### src/rtl/alu_cmd_sequencer.sv
// alu_cmd_sequencer
// Command front-end for the 16-bit ALU breadboard. Buffers (opcode, A, B)
// commands in a small FIFO, issues them to the ALU one at a time, and captures
// each ALU result two cycles after issue into a valid/ready response register.
// Issue sequence per command: IDLE -> ISSUE (drive ALU inputs) -> WAIT (ALU
// registers hold the command) -> IDLE (capture final_output/error).

module alu_cmd_sequencer #(
  parameter int DEPTH  = 4,
  parameter int DATA_W = 16
) (
  input  logic                         clk,
  input  logic                         reset,
  // command port
  input  logic                         cmd_valid,
  output logic                         cmd_ready,
  input  logic [3:0]                   cmd_opcode,
  input  logic [DATA_W-1:0]            cmd_a,
  input  logic [DATA_W-1:0]            cmd_b,
  // ALU drive / return
  output logic [DATA_W-1:0]            alu_a_in,
  output logic [DATA_W-1:0]            alu_b_in,
  output logic [3:0]                   alu_opcode,
  input  logic [DATA_W-1:0]            alu_result,
  input  logic                         alu_error,
  // response port
  output logic                         rsp_valid,
  input  logic                         rsp_ready,
  output logic [DATA_W-1:0]            rsp_result,
  output logic                         rsp_error,
  output logic [3:0]                   rsp_opcode,
  // status
  output logic [$clog2(DEPTH+1)-1:0]   count,
  output logic                         busy
);

  localparam int PTR_W = $clog2(DEPTH);
  localparam int CNT_W = $clog2(DEPTH + 1);
  localparam logic [CNT_W-1:0] FULL_CNT = CNT_W'(DEPTH);

  typedef enum logic [1:0] {
    ST_IDLE  = 2'd0,
    ST_ISSUE = 2'd1,
    ST_WAIT  = 2'd2
  } state_e;

  // FIFO storage (datapath only, no reset needed: never read while empty)
  logic [3:0]        fifo_op_q [DEPTH];
  logic [DATA_W-1:0] fifo_a_q  [DEPTH];
  logic [DATA_W-1:0] fifo_b_q  [DEPTH];

  logic [PTR_W-1:0]  wr_ptr_q, wr_ptr_d;
  logic [PTR_W-1:0]  rd_ptr_q, rd_ptr_d;
  logic [CNT_W-1:0]  count_q, count_d;
  logic              cmd_ready_q;
  logic              busy_q;

  state_e            state_q, state_d;
  logic [DATA_W-1:0] alu_a_q, alu_b_q;
  logic [3:0]        alu_op_q;
  logic [3:0]        issued_op_q;

  logic              rsp_valid_q;
  logic [DATA_W-1:0] rsp_result_q;
  logic              rsp_error_q;
  logic [3:0]        rsp_op_q;

  logic              push_s;
  logic              issue_s;
  logic              capture_s;
  logic [3:0]        head_op_s;
  logic [DATA_W-1:0] head_a_s;
  logic [DATA_W-1:0] head_b_s;

  // Handshake and issue decisions. cmd_ready is the registered !full flag, so a
  // full FIFO never accepts a push even when a pop happens on the same edge.
  always_comb begin
    push_s    = cmd_valid && cmd_ready_q;
    issue_s   = (state_q == ST_IDLE) && (count_q != {CNT_W{1'b0}}) &&
                (!rsp_valid_q || rsp_ready);
    capture_s = (state_q == ST_WAIT);
    head_op_s = fifo_op_q[rd_ptr_q];
    head_a_s  = fifo_a_q[rd_ptr_q];
    head_b_s  = fifo_b_q[rd_ptr_q];
  end

  // Next-state for the FIFO pointers and occupancy; pointers wrap modulo DEPTH.
  always_comb begin
    wr_ptr_d = wr_ptr_q;
    rd_ptr_d = rd_ptr_q;
    count_d  = count_q;
    if (push_s) begin
      wr_ptr_d = wr_ptr_q + PTR_W'(1);
    end else begin
      wr_ptr_d = wr_ptr_q;
    end
    if (issue_s) begin
      rd_ptr_d = rd_ptr_q + PTR_W'(1);
    end else begin
      rd_ptr_d = rd_ptr_q;
    end
    case ({push_s, issue_s})
      2'b10:   count_d = count_q + CNT_W'(1);
      2'b01:   count_d = count_q - CNT_W'(1);
      default: count_d = count_q;
    endcase
  end

  // Next FSM state: IDLE waits for a command and a free response slot, ISSUE
  // and WAIT each last exactly one cycle.
  always_comb begin
    state_d = state_q;
    case (state_q)
      ST_IDLE: begin
        if (issue_s) begin
          state_d = ST_ISSUE;
        end else begin
          state_d = ST_IDLE;
        end
      end
      ST_ISSUE: state_d = ST_WAIT;
      ST_WAIT:  state_d = ST_IDLE;
      default:  state_d = ST_IDLE;
    endcase
  end

  // Write an accepted command into the FIFO slot at the write pointer.
  always_ff @(posedge clk) begin
    if (push_s) begin
      fifo_op_q[wr_ptr_q] <= cmd_opcode;
      fifo_a_q[wr_ptr_q]  <= cmd_a;
      fifo_b_q[wr_ptr_q]  <= cmd_b;
    end
  end

  // FIFO bookkeeping plus registered cmd_ready / busy status flags.
  always_ff @(posedge clk or posedge reset) begin
    if (reset) begin
      wr_ptr_q    <= {PTR_W{1'b0}};
      rd_ptr_q    <= {PTR_W{1'b0}};
      count_q     <= {CNT_W{1'b0}};
      cmd_ready_q <= 1'b1;
      busy_q      <= 1'b0;
    end else begin
      wr_ptr_q    <= wr_ptr_d;
      rd_ptr_q    <= rd_ptr_d;
      count_q     <= count_d;
      cmd_ready_q <= (count_d != FULL_CNT);
      busy_q      <= (state_d != ST_IDLE) || (count_d != {CNT_W{1'b0}});
    end
  end

  // Sequencer FSM with registered ALU drive and response capture.
  always_ff @(posedge clk or posedge reset) begin
    if (reset) begin
      state_q      <= ST_IDLE;
      alu_a_q      <= {DATA_W{1'b0}};
      alu_b_q      <= {DATA_W{1'b0}};
      alu_op_q     <= 4'd0;
      issued_op_q  <= 4'd0;
      rsp_valid_q  <= 1'b0;
      rsp_result_q <= {DATA_W{1'b0}};
      rsp_error_q  <= 1'b0;
      rsp_op_q     <= 4'd0;
    end else begin
      state_q <= state_d;
      case (state_q)
        ST_IDLE: begin
          if (issue_s) begin
            alu_a_q     <= head_a_s;
            alu_b_q     <= head_b_s;
            alu_op_q    <= head_op_s;
            issued_op_q <= head_op_s;
          end else begin
            alu_a_q  <= {DATA_W{1'b0}};
            alu_b_q  <= {DATA_W{1'b0}};
            alu_op_q <= 4'd0;
          end
        end
        ST_ISSUE: begin
          // ALU samples the command on this edge; fall back to NOP drive.
          alu_a_q  <= {DATA_W{1'b0}};
          alu_b_q  <= {DATA_W{1'b0}};
          alu_op_q <= 4'd0;
        end
        ST_WAIT: begin
          alu_a_q      <= {DATA_W{1'b0}};
          alu_b_q      <= {DATA_W{1'b0}};
          alu_op_q     <= 4'd0;
          rsp_result_q <= alu_result;
          rsp_error_q  <= alu_error;
          rsp_op_q     <= issued_op_q;
        end
        default: begin
          alu_a_q  <= {DATA_W{1'b0}};
          alu_b_q  <= {DATA_W{1'b0}};
          alu_op_q <= 4'd0;
        end
      endcase
      // A capture wins over a same-edge collection of the previous result.
      if (capture_s) begin
        rsp_valid_q <= 1'b1;
      end else if (rsp_valid_q && rsp_ready) begin
        rsp_valid_q <= 1'b0;
      end else begin
        rsp_valid_q <= rsp_valid_q;
      end
    end
  end

  assign cmd_ready  = cmd_ready_q;
  assign count      = count_q;
  assign busy       = busy_q;
  assign alu_a_in   = alu_a_q;
  assign alu_b_in   = alu_b_q;
  assign alu_opcode = alu_op_q;
  assign rsp_valid  = rsp_valid_q;
  assign rsp_result = rsp_result_q;
  assign rsp_error  = rsp_error_q;
  assign rsp_opcode = rsp_op_q;

endmodule

### config.mk
export PLATFORM = sky130hd
export DESIGN_NAME = alu_cmd_sequencer
export DESIGN_NICKNAME = d
export VERILOG_FILES = /design/src/rtl/alu_cmd_sequencer.sv
export SDC_FILE = /design/constraint.sdc
export NUM_CORES = 1
export LEC_CHECK = 0
export ABC_CLOCK_PERIOD_IN_PS = 3840
export CAP_MARGIN = 20
export CORE_UTILIZATION = 53
export CTS_CLUSTER_DIAMETER = 50
export DETAILED_ROUTE_END_ITERATION = 8
export PLACE_DENSITY_LB_ADDON = 0.1
export SETUP_SLACK_MARGIN = 0.02
export SLEW_MARGIN = 0
export SYNTH_ARGS = -nofsm -noshare
export SYNTH_HDL_FRONTEND = slang
export SYNTH_SLANG_ARGS = --single-unit
### constraint.sdc
create_clock -name clk -period 3.84 [get_ports clk]
set_clock_uncertainty 0.2 [all_clocks]
set_input_delay 0.96 -clock clk [delete_from_list [all_inputs] [get_ports clk]]
set_output_delay 0.96 -clock clk [all_outputs]
set_load 0.02 [all_outputs]
==> results of run 1 <==
## synthesized netlist by cell type (3+ instances only)
library cell / instances / area [µm²]
sky130_fd_sc_hd__mux2_2: 22 / 247.7
sky130_fd_sc_hd__edfxtp_1: 144 / 4324
sky130_fd_sc_hd__buf_2: 5 / 25.02
sky130_fd_sc_hd__xnor2_1: 4 / 35.03
sky130_fd_sc_hd__inv_1: 8 / 30.03
sky130_fd_sc_hd__and2_1: 32 / 200.2
sky130_fd_sc_hd__and3_1: 4 / 25.02
sky130_fd_sc_hd__dfrtp_1: 72 / 1802
sky130_fd_sc_hd__buf_4: 3 / 22.52
sky130_fd_sc_hd__clkbuf_1: 4 / 15.01
sky130_fd_sc_hd__mux4_2: 36 / 810.8
sky130_fd_sc_hd__and4_1: 4 / 35.03
sky130_fd_sc_hd__ha_1: 5 / 62.56
sky130_fd_sc_hd__a21o_1: 4 / 30.03
## final timing paths
path,to,slack (ps),cells after the start
setup / recovery,busy$_DFF_PP0_,700,10
hold / removal,state_q[1]$_DFF_PP0_,270,1
setup reg to reg,busy$_DFF_PP0_,960,9
hold reg to reg,state_q[1]$_DFF_PP0_,270,1
max in group asynchronous,rd_ptr_q[0]$_DFFE_PP0N_,2100,3
min in group asynchronous,issued_op_q[2]$_DFFE_PP0P_,710,2
## worst max-delay path: cells and delay by family
| family | cells | cell delay [ps] |
|---|---|---|
| xor+xnor | 1 | 170 |
| buf+inv | 3 | 590 |
| compound gates | 1 | 200 |
| fa+ha+maj | 2 | 540 |
| simple gates | 3 | 820 |
## cells in the final DEF (no fill, tap or decap), types with 3 or more instances in the layout
cell | Yosys | layout
sky130_fd_sc_hd__a21o_1 | 4 | 4
sky130_fd_sc_hd__and2_1 | 32 | 32
sky130_fd_sc_hd__and3_2 | 0 | 4
sky130_fd_sc_hd__and4_1 | 4 | 4
sky130_fd_sc_hd__buf_4 | 3 | 6
sky130_fd_sc_hd__clkbuf_16 | 0 | 23
sky130_fd_sc_hd__clkdlybuf4s50_1 | 0 | 119
sky130_fd_sc_hd__clkinv_1 | 0 | 4
sky130_fd_sc_hd__clkinv_2 | 0 | 6
sky130_fd_sc_hd__dfrtp_1 | 72 | 70
sky130_fd_sc_hd__edfxtp_1 | 144 | 144
sky130_fd_sc_hd__ha_1 | 5 | 5
sky130_fd_sc_hd__inv_1 | 8 | 7
sky130_fd_sc_hd__inv_6 | 0 | 3
sky130_fd_sc_hd__mux2_2 | 22 | 22
sky130_fd_sc_hd__mux4_2 | 36 | 36
sky130_fd_sc_hd__xnor2_1 | 4 | 4
## final cells by class
cell class / count / area [µm²] / share of cell area
flip-flops and latches: 217 / 6155 / 0.6103
clock inverters: 15 / 142.6 / 0.01414
inverters: 9 / 37.54 / 0.003722
clock buffers: 27 / 610.6 / 0.06055
well taps: 184 / 230.2 / 0.02283
repair buffers: 128 / 1291 / 0.1280
multi-input cells: 131 / 1618 / 0.1604
## power breakdown
| group | leakage, nW | internal (mW) | switching [mW] |
|---|---|---|---|
| sequential | 2.23 | 3.14 | 0.365 |
| clock | 0.375 | 1.28 | 0.859 |
| combinational | 1.13 | 1.31 | 1.13 |
## through the flow
| step | total power, mW | hold WS [ps] | setup slack, ps | util | instances |
|---|---|---|---|---|---|
| 2_1_floorplan | 5.026 | 229.7 | 566.3 | - | 370 |
| 3_3_place_gp | 5.951 | 262.2 | 273.2 | 0.6410 | 668 |
| 3_5_place_dp | 6.036 | 262.8 | 191.7 | 0.6410 | 668 |
| 4_1_cts | 8.199 | 276.0 | 700.2 | 0.6928 | 710 |
| 5_1_grt | 8.516 | 296.7 | 618.0 | 0.6939 | 711 |
| 6_report | 8.089 | 274.5 | 699.1 | 0.6939 | 711 |
## routing by layer
layer  wire [µm]  vias to the layer above  global-route usage
met2        6792                      120              0.3101
met1        5805                     1933              0.2501
met3         782                       23             0.03297
met4         238                        0             0.06024
met5           0                        -                   0
li1            -                     1709                   -
## state kept, by name (all words and copies together), names as in the netlist
| register | count |
|---|---|
| alu_a_in | 16 |
| alu_b_in | 16 |
| alu_opcode | 4 |
| busy | 1 |
| cmd_ready | 1 |
| count | 3 |
| fifo_a_q | 64 |
| fifo_b_q | 64 |
| fifo_op_q | 16 |
| issued_op_q | 4 |
| rd_ptr_q | 2 |
| rsp_error | 1 |
| rsp_opcode | 4 |
| rsp_result | 16 |
| rsp_valid | 1 |
| state_q | 2 |
| wr_ptr_q | 2 |
## logic make-up (layout without fill, tap and decap cells)
logic type | after synthesis | after routing | share of synthesized area
mux | 59 | 59 | 0.1359
fa+ha+maj | 6 | 6 | 0.01050
buf+inv | 22 | 179 | 0.01304
flops | 217 | 217 | 0.7822
xor+xnor | 5 | 5 | 0.005568
compound gates | 7 | 7 | 0.006681
simple gates | 54 | 54 | 0.04613
==> PnR_summary.wiki, run 1 <==
{| class="wikitable"
! Metric !! Value
|-
| First-pass GRT wire length || 20800 µm
|-
| Initial cell density of the core || 0.5412
|-
| Antenna violations before repair || 0
|-
| Number of unique standard cell types used by synthesis || 35
|-
| Classification of the worst-slack hold path || flip-flop to flip-flop
|-
| Number of failing setup endpoints in the final timing report || 0
|-
| Delay of the slowest cell on the worst path || 510 ps
|-
| Row cnt || 44
|-
| DR DRC count || 0
|-
| Total global-route track usage || 0.1859
|-
| Share of final-layout standard cells stronger than drive strength 1 || 0.2201
|-
| Number of buffers inserted by hold repair at cts || 0
|-
| TNS Setup || 0 ps
|-
| Max_slew headroom || 0.3560
|-
| Detailed-placement wirelength estimate || 7685 µm
|-
| Crit-path max FO || 7
|-
| TritonRoute pass-1 iters || 4
|-
| Final net count || 573
|-
| Sequential-to-total area share from yosys stat || 0.7822
|-
| Post-route minimum period || 3141 ps
|-
| Req. time, crit path || 3990 ps
|-
| Vertical die dimension || 123.8 µm
|-
| Clock Path Buffers || 3
|-
| Die Area || 0.01533 mm²
|-
| Resize count post-CTS || 0
|-
| WP data arrival || 3290 ps
|-
| Max Transition Viols Final || 0
|-
| EDFF count, synth || 144
|-
| Number of post-CTS setup repair buffers || 0
|-
| Hold Violations, Final || 0
|-
| Clock network latency to the later pin of the worst-skew pair || 500 ps
|-
| CTS root buffer || sky130_fd_sc_hd__clkbuf_16
|-
| Flip-flop and latch count after synthesis || 217
|-
| Antenna cell count || 0
|-
| Post-place instance area || 0.009316 mm²
|-
| Residual antenna-violating net count after detailed routing || 0
|-
| Most frequently used flop master after synthesis || sky130_fd_sc_hd__edfxtp_1
|-
| Warning count from the yosys run || 0
|-
| Cts bufs inserted || 23
|-
| Fin crit share || 0.8180
|-
| Clock-pin slew on the worst setup and hold paths || 60 ps
|-
| Max-capacitance violation count || 0
|-
| Startpoint types || primary input
|-
| # IOs || 120
|-
| Power per cell area || 802.1 mW/mm²
|-
| Maximum ir drop on the vdd rail || 0.4253 mV
|-
| Clk sink count || 217
|-
| Last weighted congestion value of the routability-driven placer || 0.7465
|-
| Crit end category || flip-flop
|-
| Via Count || 3785
|-
| RSZ-0062 raised after global routing || false
|-
| Outcome || finished clean
|-
| List of cells traversed by the critical path || clkdlybuf4s50_1 > nand2b_1 > nand3_4 > inv_4 > ha_1 > inv_1 > fa_1 > xor2_1 > o21a_1 > or4b_1
|-
| Transition time at the pin with the least slew margin || 966.1 ps
|-
| Area of the mapped netlist || 0.007865 mm²
|-
| Die width || 123.8 µm
|-
| Final-layout fill cell count || 925
|-
| Fraction of registers with async set or reset after synthesis || 0.3364
|-
| Reg-to-reg startpoint || state_q[0]$_DFF_PP0_
|-
| Pin count of the biggest net entering global routing || 45
|-
| Synthesized instance count || 370
|-
| Syn avg cell area || 21.26 µm²
|-
| Standard cell with the maximum stage delay on the critical path || sky130_fd_sc_hd__or4b_1
|-
| Critical hold path startpoint || state_q[1]$_DFF_PP0_
|-
| CTS H-Tree Depth || 1
|-
| Average vias per placed instance || 5.323
|-
| Area of the placeable core || 0.01453 mm²
|-
| Timing startpoint of the critical path || rsp_ready
|-
| Leakage || 3.739 nW
|-
| Max frequency || 318.4 MHz
|-
| Non-Filler Cell Area, Final || 0.01008 mm²
|-
| CTS tree || done
|-
| Global route total overflow || 0
|-
| Number of DRC markers in iteration 0 || 149
|-
| # port buffers || 119
|-
| Number of global-route vias before repair || 3953
|-
| Average detailed-routed wire length per instance || 19.15 µm
|-
| Area growth syn-to-layout || 28.22%
|-
| WL final || 13620 µm
|-
| Number of nets in the synthesized netlist || 433
|-
| Class of the most critical setup path || primary input to flip-flop
|}
No activity file was read; power rests on OpenSTA's default activity.
==> run 2: changes to the inputs <==
--- a/config.mk
+++ b/config.mk
@@ -5,9 +5,9 @@
 export SDC_FILE = /design/constraint.sdc
 export NUM_CORES = 1
 export LEC_CHECK = 0
-export ABC_CLOCK_PERIOD_IN_PS = 3840
+export ABC_CLOCK_PERIOD_IN_PS = 2750
 export CAP_MARGIN = 20
-export CORE_UTILIZATION = 53
+export CORE_UTILIZATION = 48
 export CTS_CLUSTER_DIAMETER = 50
 export DETAILED_ROUTE_END_ITERATION = 8
 export PLACE_DENSITY_LB_ADDON = 0.1
==> constraint.sdc (replaced) <==
create_clock -name clk -period 2.75 [get_ports clk]
set_clock_uncertainty 0.2 [all_clocks]
set_input_delay 0.6875 -clock clk [delete_from_list [all_inputs] [get_ports clk]]
set_output_delay 0.6875 -clock clk [all_outputs]
set_load 0.02 [all_outputs]
==> run 2 against run 1 <==
Net effect: via count is 2.6% higher; clock power up 46%; global-route usage fell by 0.86 points.
==> PnR_summary.wiki, run 2 (synthesis gave the netlist of run 1 again) <==
{| class="wikitable"
! Metric !! Value
|-
| Slack of the worst reg-to-reg path || 140 ps
|-
| Worst hold slack after final layout || 272.8 ps
|-
| Non-Filler Cell Area, Final || 0.01034 mm²
|-
| Placed Cells || 714
|-
| Post-route minimum period || 2605 ps
|-
| Die Area || 0.01690 mm²
|-
| Power per cell area || 1119 mW/mm²
|-
| Outcome || finished clean
|-
| Max Transition Viols Final || 0
|-
| P_sw || 3.357 mW
|-
| TritonRoute pass-1 iters || 4
|-
| Worst Hold Path Cells || 1
|-
| Clock-pin slew on the worst setup and hold paths || 60 ps
|-
| Antenna violations before repair || 0
|-
| Max_slew headroom || 0.6096
|-
| Die width || 130.0 µm
|-
| Req. time, crit path || 2920 ps
|-
| Number of DRC markers in iteration 0 || 234
|-
| CTS H-Tree Depth || 1
|-
| Cells on worst reg2reg path || 9
|-
| Finished Layout Cells || 758
|-
| # port buffers || 119
|-
| Residual antenna-violating net count after detailed routing || 0
|-
| Share of final-layout standard cells stronger than drive strength 1 || 0.2546
|-
| Final-layout fill cell count || 1127
|-
| Share of total power consumed by net switching || 0.2901
|-
| Combinational fraction of design power || 0.319
|-
| TNS Setup || 0 ps
|-
| Maximum ir drop on the vdd rail || 0.5722 mV
|-
| Area of the placeable core || 0.01594 mm²
|-
| Number of failing setup endpoints in the final timing report || 0
|-
| Initial cell density of the core || 0.4933
|-
| Global route total overflow || 0
|-
| Antenna cell count || 0
|-
| Most used cells in the layout excluding fill and tap cells || sky130_fd_sc_hd__edfxtp_1, sky130_fd_sc_hd__clkdlybuf4s50_1, sky130_fd_sc_hd__dfrtp_1
|-
| Max-capacitance violation count || 0
|-
| WL final || 14110 µm
|-
| First-pass GRT wire length || 22200 µm
|-
| Final net count || 587
|-
| Clk sink count || 217
|-
| CTS root buffer || sky130_fd_sc_hd__clkbuf_16
|-
| Critical hold path startpoint || issued_op_q[2]$_DFFE_PP0P_
|-
| Vertical die dimension || 130.0 µm
|-
| Hold Violations, Final || 0
|-
| Post-place instance area || 0.009537 mm²
|-
| Classification of the worst-slack hold path || flip-flop to flip-flop
|-
| Reg-to-reg startpoint || count[0]$_DFF_PP0_
|-
| Last weighted congestion value of the routability-driven placer || 0.7209
|-
| Total power || 11.57 mW
|-
| Via Count || 3885
|-
| Average detailed-routed wire length per instance || 18.61 µm
|-
| WHS Endpoint || issued_op_q[2]$_DFFE_PP0P_
|-
| Max frequency || 383.8 MHz
|-
| Detailed-placement wirelength estimate || 8818 µm
|-
| Sequential group share of total power || 0.412
|-
| Crit end category || flip-flop
|-
| Class of the most critical setup path || flip-flop to flip-flop
|-
| Leakage || 3.847 nW
|-
| Int Pwr || 8.216 mW
|-
| Crit-path max FO || 6
|-
| WP data arrival || 2780 ps
|-
| CTS tree || done
|-
| Most common cell after layout, fill and taps aside || sky130_fd_sc_hd__edfxtp_1
|-
| Pin count of the biggest net entering global routing || 34
|-
| Clk network pwr share || 0.269
|-
| Average vias per placed instance || 5.125
|-
| Fin crit share || 0.9474
|-
| Startpoint types || flip-flop
|-
| Registers with the most flip-flops || fifo_a_q x64, fifo_b_q x64
|-
| Transition time at the pin with the least slew margin || 585.6 ps
|-
| # IOs || 120
|-
| RSZ-0062 raised after global routing || false
|-
| Area growth syn-to-layout || 31.43%
|-
| DR DRC count || 0
|-
| Total global-route track usage || 0.1772
|-
| Row cnt || 46
|-
| Number of global-route vias before repair || 4068
|-
| Clock Path Buffers || 3
|-
| Number of buffers inserted by hold repair at cts || 0
|-
| Clock network latency to the later pin of the worst-skew pair || 510 ps
|-
| Reg-to-Reg End || busy$_DFF_PP0_
|-
| Cts bufs inserted || 24
|}
-- run 2: cell count changes in the layout (fill, tap and decap cells not counted), sizes merged, moves of 2 or more --
| cell | change |
|---|---|
| buf | +13 |
| clkinv | +4 |
| clkbuf | -3 |
| clkinvlp | +2 |
| inv | -2 |
-- run 2: what timing repair did --
item / in CTS / in global routing
resized for setup: 0 / 3
setup endpoints to repair: 0 / 1
buffers inserted: 0 / 0
-- run 2: area by class of cell --
| type | instances | area [µm²] | area share |
|---|---|---|---|
| Clock buffer | 24 | 600.6 | 0.05810 |
| Multi-Input combinational cell | 131 | 1647 | 0.1593 |
| Sequential cell | 217 | 6155 | 0.5954 |
| Inverter | 9 | 40.04 | 0.003873 |
| Tap cell | 216 | 270.3 | 0.02614 |
| Clock inverter | 20 | 191.4 | 0.01852 |
| Timing Repair Buffer | 141 | 1434 | 0.1387 |
-- run 2: worst max-delay path by stage --
stage                             startpoint        endpoint  slack (ps)  cells past startpoint
final                     count[0]$_DFF_PP0_  busy$_DFF_PP0_         140                      9
after global routing      count[0]$_DFF_PP0_  busy$_DFF_PP0_          30                      9
after CTS                          rsp_ready  busy$_DFF_PP0_         100                     10
after detailed placement           rsp_ready  busy$_DFF_PP0_        -410                     10
after global placement             rsp_ready  busy$_DFF_PP0_        -350                     10
after floorplan                    rsp_ready  busy$_DFF_PP0_         -30                     10
-- run 2: power by group through the flow --
stage	Clock (mW)	Sequential (mW)	Combinational [mW]
final	3.12	4.77	3.69
after global routing	3.32	4.86	4.02
after CTS	3.19	4.78	3.76
after detailed placement	0	4.85	3.75
after global placement	0	4.81	3.69
after floorplan	0	5.13	1.94
-- run 2: stage by stage --
stage	util	worst slack [ps]
finish	0.6484	144.7
floorplan	-	-26.89
detailed placement	0.5982	-409.2
CTS	0.6479	97.67
global placement	0.5982	-346.6
global route	0.6484	29.69
-- run 2: routing by layer --
metal  wire (µm)  GRT usage  share of wire  vias up
met5           0          0              0        -
met4         271    0.04720          0.019        0
met3         696    0.03731          0.049       30
met2        7228     0.2976           0.51      114
met1        5911     0.2374           0.42     2002
li1            -          -              -     1739
-- run 2: critical path, stage by stage (launching register included) --
cell and delay [ps]:
sky130_fd_sc_hd__dfrtp_1 460, sky130_fd_sc_hd__or3_4 210, sky130_fd_sc_hd__nand3_4 90, sky130_fd_sc_hd__inv_4 70, sky130_fd_sc_hd__ha_4 120, sky130_fd_sc_hd__inv_1 50
sky130_fd_sc_hd__fa_2 580, sky130_fd_sc_hd__nand3b_1 110, sky130_fd_sc_hd__a21oi_2 150, sky130_fd_sc_hd__or4b_1 440
